$ cat config.mk
export PLATFORM = sky130hd
export DESIGN_NAME = tile_resolve
export DESIGN_NICKNAME = d
export VERILOG_FILES = /design/src/rtl/tile_resolve.sv
export SDC_FILE = /design/constraint.sdc
export NUM_CORES = 2
export LEC_CHECK = 0
export ABC_AREA = 1
export CORE_MARGIN = 1
export CORE_UTILIZATION = 37
export CTS_BUF_LIST = sky130_fd_sc_hd__clkbuf_2
export DETAILED_ROUTE_END_ITERATION = 10
export PLACE_DENSITY = 0.5
export SLEW_MARGIN = 0
export SYNTH_ARGS = -nofsm -noshare
export SYNTH_HDL_FRONTEND = slang
export SYNTH_MEMORY_MAX_BITS = 65536
export SYNTH_SLANG_ARGS = --single-unit
$ cat constraint.sdc
create_clock -name clk -period 10.75 [get_ports clk]
set_input_delay 2.15 -clock clk [delete_from_list [all_inputs] [get_ports clk]]
set_output_delay 2.15 -clock clk [all_outputs]
set_load 0.01 [all_outputs]
$ cat src/rtl/tile_resolve.sv
// tile_resolve: tile-buffer quad drain to ARGB8888 raster stream; RESOLVE_ROUND_EN selects rounding instead of truncation
module tile_resolve #(
  parameter int POS_ADDRW   = 8,
  parameter int TILE_WIDTH  = 128,
  parameter int TILE_HEIGHT = 128,
  parameter int FIFO_DEPTH  = 4
) (
  input  logic                 clk,
  input  logic                 rst,
  input  logic                 i_start,
  output logic                 o_busy,
  output logic                 o_done,
  input  logic                 i_tb_ready,
  output logic [POS_ADDRW-1:0] o_rd_x,
  output logic [POS_ADDRW-1:0] o_rd_y,
  output logic                 o_rd_valid,
  input  logic [3:0][71:0]     i_rd_data,
  input  logic                 i_rd_valid,
  output logic [127:0]         m_axis_tdata,
  output logic                 m_axis_tvalid,
  input  logic                 m_axis_tready,
  output logic                 m_axis_tlast,
  output logic                 m_axis_tuser
);
  localparam int NB = TILE_WIDTH / 4;
  localparam int NP = TILE_HEIGHT / 2;
  localparam int KW = NB > 1 ? $clog2(NB) : 1;
  localparam int PW = NP > 1 ? $clog2(NP) : 1;
  localparam int AW = FIFO_DEPTH > 1 ? $clog2(FIFO_DEPTH) : 1;
  localparam int CW = AW + 1;
  localparam logic [2:0] S_IDLE = 3'd0, S_WAIT = 3'd1, S_READ = 3'd2, S_LINE = 3'd3, S_FLUSH = 3'd4;

  function automatic logic [7:0] ch(input logic [15:0] c);
`ifdef RESOLVE_ROUND_EN
    logic [16:0] s;
    s = {1'b0, c} + 17'h00080;
    return s[16] ? 8'hFF : s[15:8];
`else
    return c[15:8];
`endif
  endfunction

  function automatic logic [31:0] px(input logic [71:0] d);
    return {8'hFF, ch(d[71:56]), ch(d[55:40]), ch(d[39:24])};
  endfunction

  logic [2:0] state_q, state_d;
  logic [KW-1:0] k_q, rk_q, lk_q;
  logic [PW-1:0] p_q;
  logic half_q, rhalf_q, iss_done_q, lb_v_q, lb_last_q;
  logic [63:0] q0a_q, q0b_q;
  logic [127:0] lb_dat_q;
  logic [127:0] lb_q [NB];
  logic [129:0] mem_q [FIFO_DEPTH];
  logic [AW-1:0] wp_q, rp_q;
  logic [CW-1:0] cnt_q, inf_q;
  logic [CW:0] occ;
  logic credit, rd_issue, lb_issue, ret, push_a, push, pop, k_last, rk_last, lk_last;
  logic [129:0] push_dat;
  logic unused_bits;

  assign unused_bits = ^i_rd_data;
  assign occ = {1'b0, cnt_q} + {1'b0, inf_q};
  assign credit = occ < (CW+1)'(FIFO_DEPTH);
  assign k_last = k_q == KW'(NB-1);
  assign rk_last = rk_q == KW'(NB-1);
  assign lk_last = lk_q == KW'(NB-1);
  assign rd_issue = state_q == S_READ && i_tb_ready && (half_q || (!iss_done_q && credit));
  assign lb_issue = state_q == S_LINE && credit && !(lb_v_q && lb_last_q);
  assign ret = i_rd_valid && state_q == S_READ;
  assign push_a = ret && rhalf_q;
  assign push = push_a || lb_v_q;
  assign pop = m_axis_tvalid && m_axis_tready;
  assign push_dat = push_a ? {rk_q == '0 && p_q == '0, rk_last, px(i_rd_data[1]), px(i_rd_data[0]), q0a_q}
                           : {1'b0, lb_last_q, lb_dat_q};

  assign o_busy = state_q != S_IDLE;
  assign o_done = state_q == S_FLUSH && cnt_q == '0;
  assign o_rd_valid = rd_issue;
  assign o_rd_x = POS_ADDRW'({k_q, half_q, 1'b0});
  assign o_rd_y = POS_ADDRW'({p_q, 1'b0});
  assign m_axis_tvalid = cnt_q != '0;
  assign {m_axis_tuser, m_axis_tlast, m_axis_tdata} = m_axis_tvalid ? mem_q[rp_q] : '0;

  always_comb begin
    state_d = state_q;
    case (state_q)
      S_IDLE:  state_d = i_start ? S_WAIT : S_IDLE;
      S_WAIT:  state_d = i_tb_ready ? S_READ : S_WAIT;
      S_READ:  state_d = push_a && rk_last ? S_LINE : S_READ;
      S_LINE:  state_d = !(lb_v_q && lb_last_q) ? S_LINE : p_q == PW'(NP-1) ? S_FLUSH : S_READ;
      S_FLUSH: state_d = cnt_q == '0 ? S_IDLE : S_FLUSH;
      default: state_d = S_IDLE;
    endcase
  end

  always_ff @(posedge clk) begin
    if (rst) begin
      state_q <= S_IDLE;
      k_q <= '0;
      rk_q <= '0;
      lk_q <= '0;
      p_q <= '0;
      half_q <= 1'b0;
      rhalf_q <= 1'b0;
      iss_done_q <= 1'b0;
      lb_v_q <= 1'b0;
      lb_last_q <= 1'b0;
      wp_q <= '0;
      rp_q <= '0;
      cnt_q <= '0;
      inf_q <= '0;
    end else begin
      state_q <= state_d;
      if (state_q == S_WAIT) begin
        k_q <= '0;
        rk_q <= '0;
        lk_q <= '0;
        p_q <= '0;
        half_q <= 1'b0;
        rhalf_q <= 1'b0;
        iss_done_q <= 1'b0;
      end
      if (rd_issue) begin
        half_q <= !half_q;
        if (half_q) k_q <= k_last ? '0 : k_q + 1'b1;
        if (half_q && k_last) iss_done_q <= 1'b1;
      end
      if (ret) rhalf_q <= !rhalf_q;
      if (push_a) rk_q <= rk_last ? '0 : rk_q + 1'b1;
      if (lb_issue) lk_q <= lk_last ? '0 : lk_q + 1'b1;
      lb_v_q <= lb_issue;
      lb_last_q <= lb_issue && lk_last;
      if (state_q == S_LINE && state_d == S_READ) begin
        p_q <= p_q + 1'b1;
        iss_done_q <= 1'b0;
      end
      if (push) wp_q <= wp_q + 1'b1;
      if (pop) rp_q <= rp_q + 1'b1;
      cnt_q <= cnt_q + CW'(push) - CW'(pop);
      inf_q <= inf_q + CW'(rd_issue && !half_q) + CW'(lb_issue) - CW'(push);
    end
  end

  always_ff @(posedge clk) begin
    if (ret && !rhalf_q) begin
      q0a_q <= {px(i_rd_data[1]), px(i_rd_data[0])};
      q0b_q <= {px(i_rd_data[3]), px(i_rd_data[2])};
    end
    if (push_a) lb_q[rk_q] <= {px(i_rd_data[3]), px(i_rd_data[2]), q0b_q};
    if (lb_issue) lb_dat_q <= lb_q[lk_q];
    if (push) mem_q[wp_q] <= push_dat;
  end
endmodule

After elaboration in Yosys (flattened, before gate mapping)
Memory sizes are Yosys's and may differ from the RTL's. A register that Yosys moved wholly into a read port is not among the register bits.
Index checks and enable logic that the tools add are counted.
{"block": "classes", "eq_ne": 9, "add_sub_neg": 12, "n_reduce_logical": 35, "n_lt_le_gt_ge": 1, "mux": 32}
{"cell": "two-way mux 130 bit", "n": 2}
{"cell": "two-way mux 5 bit", "n": 9}
{"cell": "logical AND 1 bit", "n": 17}
{"cell": "adder 5 x 1 -> 5 bit, second input constant", "n": 3}
{"cell": "== test 5 bit, second input constant", "n": 3}
{"cell": "case mux 3 bit (5 select lines)", "n": 1}
{"cell": "two-way mux 1 bit", "n": 12}
{"cell": "two-way mux 6 bit", "n": 2}
{"cell": "nonzero test 2 bit", "n": 5}
{"cell": "adder 3 x 1 -> 3 bit", "n": 3}
{"cell": "== test 3 x 2 -> 1 bit, second input constant", "n": 3}
{"cell": "two-way mux 3 bit", "n": 3}
{"cell": "adder 6 x 1 -> 6 bit, second input constant", "n": 1}
{"cell": "== test 6 bit, second input constant", "n": 1}
{"cell": "logical NOT 3 bit", "n": 2}
{"cell": "logical NOT 6 bit", "n": 1}
{"cell": "two-way mux 2 bit", "n": 3}
{"cell": "nonzero test 3 bit", "n": 2}
{"cell": "subtractor 3 x 1 -> 3 bit", "n": 2}
{"cell": "logical NOT 5 bit", "n": 1}
{"cell": "adder 2 x 1 -> 2 bit, second input constant", "n": 2}
{"cell": "adder 3 x 3 -> 4 bit", "n": 1}
{"cell": "logical NOT 1 bit", "n": 4}
{"cell": "< comparator 4 x 3 -> 1 bit, second input constant", "n": 1}
{"cell": "other kinds (4)", "n": 5}
{"block": "totals", "elab_cells": 108, "regBits": 263, "out_inout_bits": 150, "ram_bits": 3592, "memories": 2, "in_bits": 294}
{"name": "lb_q", "depth": 32, "width": 96, "rd": 1, "rd_clocked_by_memory_dff": 1, "write_ports": 1, "line_no": "53", "text": "logic [127:0] lb_q [NB];"}
{"name": "mem_q", "depth": 4, "width": 130, "rd": 1, "rd_clocked_by_memory_dff": 1, "write_ports": 1, "line_no": "54", "text": "logic [129:0] mem_q [FIFO_DEPTH];"}

Longest topological paths before layout
{"block": "logic_depth", "depth_word": 9, "depth_mapped": 13, "mapped_depth_nobuf": 12}

Worst setup path before layout
OpenSTA, ideal clock, no wires.
{"block": "synth_path", "kind": "input to register", "startpoint": "input port i_rd_valid", "endpoint": "memory lb_q[0][0] (netlist bit) (enable)", "t_required_ns": 10.198, "n_path_buf": 1, "setup_time_ns": 0.552, "slack_ns": 3.427, "arrival_time_ns": 6.771, "cell_stages": 5, "cell_sequence": "nand4_1 inv_1 buf_2 nand2_1 nor2_1"}
{"block": "synth_between", "elab_chain_cells": 4}
{"element": "start: declaration", "line_no": "18", "text": "input logic i_rd_valid,"}
{"element": "logical AND 1 bit", "line_no": "70", "text": "assign ret = i_rd_valid && state_q == S_READ;"}
{"element": "logical AND 1 bit", "line_no": "71", "text": "assign push_a = ret && rhalf_q;"}
{"element": "two-way mux 1 bit", "line_no": "150", "text": "if (push_a) lb_q[rk_q] <= {px(i_rd_data[3]), px(i_rd_data[2]), q0b_q};"}
{"element": "two-way mux 1 bit (not written as such)", "line_no": "150"}
{"element": "end: declaration", "line_no": "53"}
Every way passes these cells.

==> results.txt <==
Clock power frac: 0.333
unrepaired setup endpoints after global routing: false
DR vias/cell: 5.307
switching share of power: 0.2600
first-pass GRT wire length: 648,100 µm
fraction of registers with async set/reset: 0
drt drc: 0
area of the multi-input gates: 31,840 µm²
HPWL Detailed: 217,200 µm
IO Port Bufs: 247
worst slew pin tran: 1324 ps
sw power: 7.009 mW
register area share after synthesis: 0.7558
antenna violations before repair: 43
post-route clock period utilization: 0.7638
Slew Limit Fails: 0
Int Pwr: 19.95 mW
Min Hold Slack: 460.8 ps
WL/cell: 25.19 µm
Bufs on Longest Clock Path: 4
pre-CTS WS: 3758 ps
fillers: 37,240
CP Class: register to output port
Worst setup SP type: register
CTS Root Cell: clkbuf_2
maxcap violations: 0
H-tree depth: 6
1st-iter DRT viols: 9,097
GPL Wtd Cong: 0.7844
Cell Rows: 230
top_reg_cell synth: edfxtp_1
DRT Wirelength: 458,700 µm
final setup fails: 0
mux cell area share after synthesis: 0
status: complete, no violations
number of synthesized flops with an enable pin: 3,656
Post-CTS Setup Inserts: 0
fin area: 161,600 µm²
clk_lat worst skew: 2350 ps
Nets: 12,670
GRT Util Overall: 0.2236
post-CTS sizing: 0
hold_buf cts: 0
dpl cell area: 153,800 µm²
hold path cells: 2
Yosys cell types: 34
worst reg2reg endpoint: lb_q[30][72]
Netlist Area Pre-Place: 146,300 µm²
Commonest cells post-synth: edfxtp_1, nand2_1, nand3_1, nor2_1, o21ai_0
Max Fclk: 121.8 MHz
post-synth top area cell: edfxtp_1
die area: 398,000 µm²
worst path arrival time: 6060 ps
final hold violations: 0
die height: 630.9 µm
crit end category: output port
Synth Area in Adders: 0.002120
P per Cell Area: 166.8 nW/µm²
Final ANT Viol Nets: 0
simple logic cell fraction of the synthesized area: 0.1874
xor/xnor share of the synthesized area: 0.0003591
via count: 96,660
top-count cell post-synth: edfxtp_1
R2R Setup Slk: 5870 ps
vias in the first global route: 93,090
type of the most critical hold path: register to register
die width: 630.9 µm
post-synthesis compound-gate area fraction: 0.02555
Synth Warn #: 0
TritonCTS clock tree: yes
worst ir drop on vdd: 0.0001239 V
register area: 110,600 µm²
Starting Density: 0.3723
top area cells in the synthesized netlist: edfxtp_1, nand3_1, nand2_1
FF+latch count, synth: 3,697
r2r worst-path depth: 7
GR Overflow Total: 0
Clock Pin Slew Worst Setup and Hold Paths: 100 ps
clock skew: 244.7 ps
area delta synth->final: 10.44%
Sequential Power Share: 0.588
clock buffer count from CTS: 913
setup ws final: 2539 ps
Leakage: 56.33 nW
CTS Sinks: 3,697
Worst R2R Start: state_q[1]
layout cells sized above 1: 0.1226
top-area cell type share of the netlist area: 0.7502
Worst slew margin: 0.1149
Mean Syn Cell Area: 12.38 µm²
post-route minimum period: 8211 ps
largest family of logic cells by synthesized area: simple AND/OR/NAND/NOR gates
crit-path max FO: 68
CORE AREA: 393,100 µm²
Initial DRT Pass Iterations: 5
Post-Syn Instances: 11,820
worst hold path startpoint: rp_q[1]
Total Neg Setup Slack: 0 ps
Crit path required time: 8600 ps
largest net degree at the start of global routing: 169
# IOs: 444
combinational power share: 0.079
-- placed cells by master (no fill, tap or decap), types with 95 or more instances in the layout --
| cell type | n |
|---|---|
| edfxtp_1 | 3656 |
| nand2_1 | 3305 |
| nand3_1 | 2492 |
| clkbuf_2 | 1281 |
| nor2_1 | 613 |
| o21ai_0 | 438 |
| clkdlybuf4s50_1 | 245 |
| clkinv_1 | 175 |
| a21oi_1 | 173 |
| buf_4 | 121 |
| inv_1 | 97 |
| o22ai_1 | 95 |
-- layout make-up --
type / instances / share of cell area
Sequential cell: 3697 / 0.6845
Tap cell: 5220 / 0.04041
Inverter: 105 / 0.002748
Multi-Input combinational cell: 7218 / 0.1970
Timing Repair Buffer: 419 / 0.02717
Clock inverter: 252 / 0.008198
Antenna cell: 21 / 0.0003251
Clock buffer: 1281 / 0.03967
-- stage by stage --
step | util | power [mW] | cells
after global routing | 0.4111 | 28.10 | 18200
final | 0.4112 | 26.96 | 18210
after detailed placement | 0.3913 | 18.30 | 16660
after CTS | 0.4110 | 27.27 | 18190
after floorplan | - | 17.21 | 11820
after global placement | 0.3913 | 18.29 | 16660
-- power groups by stage --
stage / sequential (mW) / combinational (mW) / clock, mW
after floorplan: 16.1 / 1.08 / 0
after global placement: 16.2 / 2.11 / 0
after detailed placement: 16.2 / 2.12 / 0
after CTS: 15.9 / 2.12 / 9.29
after global routing: 15.9 / 2.27 / 9.96
final: 15.9 / 2.12 / 8.99
-- per-layer routing --
layer / vias to the layer above / GRT usage / wire (µm)
met2: 3937 / 0.3682 / 217100
met1: 48300 / 0.3063 / 197500
met4: 18 / 0.06377 / 10830
met3: 733 / 0.03617 / 33270
li1: 43670 / - / -
met5: - / 0 / 107
-- state kept, by name, summed over array words and instances (netlist names), named ones only --
| signal | count |
|---|---|
| inf_q | 3 |
| wp_q | 2 |
| lk_q | 5 |
| rhalf_q | 1 |
| q0b_q | 48 |
| p_q | 6 |
| mem_q | 392 |
| half_q | 1 |
| q0a_q | 48 |
| rp_q | 2 |
| lb_dat_q | 96 |
| cnt_q | 3 |
| rk_q | 5 |
| state_q | 3 |
| k_q | 5 |
| lb_last_q | 1 |
| lb_v_q | 1 |
| iss_done_q | 1 |
| lb_q | 3072 |
-- worst max-delay path: stages (launching register included) --
cell             delay [ps]
dfxtp_4                 860
buf_4                   750
buf_4                   690
nor2_1                  120
nor2_1                  120
o21ai_0                 110
a21oi_1                 270
clkdlybuf4s50_1         720
-- kinds of logic after synthesis --
kind of cell / after synthesis
AOI/OAI and AO/OA: 721
and+or+nand+nor: 6464
DFF: 3697
other: 1
buffers and inverters: 905
xor gates and xnor gates: 6
adders and majority gates: 23
-- worst max path at each step --
stage                     cells past startpoint          endpoint  slack [ps]        from
final                                         7  m_axis_tdata[51]        2540    register
after global routing                          7  m_axis_tdata[51]        2150    register
after CTS                                     7  m_axis_tdata[51]        2260    register
after detailed placement                      8      lb_q[30][86]        3760  i_rd_valid
after global placement                        8      lb_q[30][86]        3810  i_rd_valid
after floorplan                               5        lb_q[0][0]        3430  i_rd_valid
(Power assumes the default switching activity.)
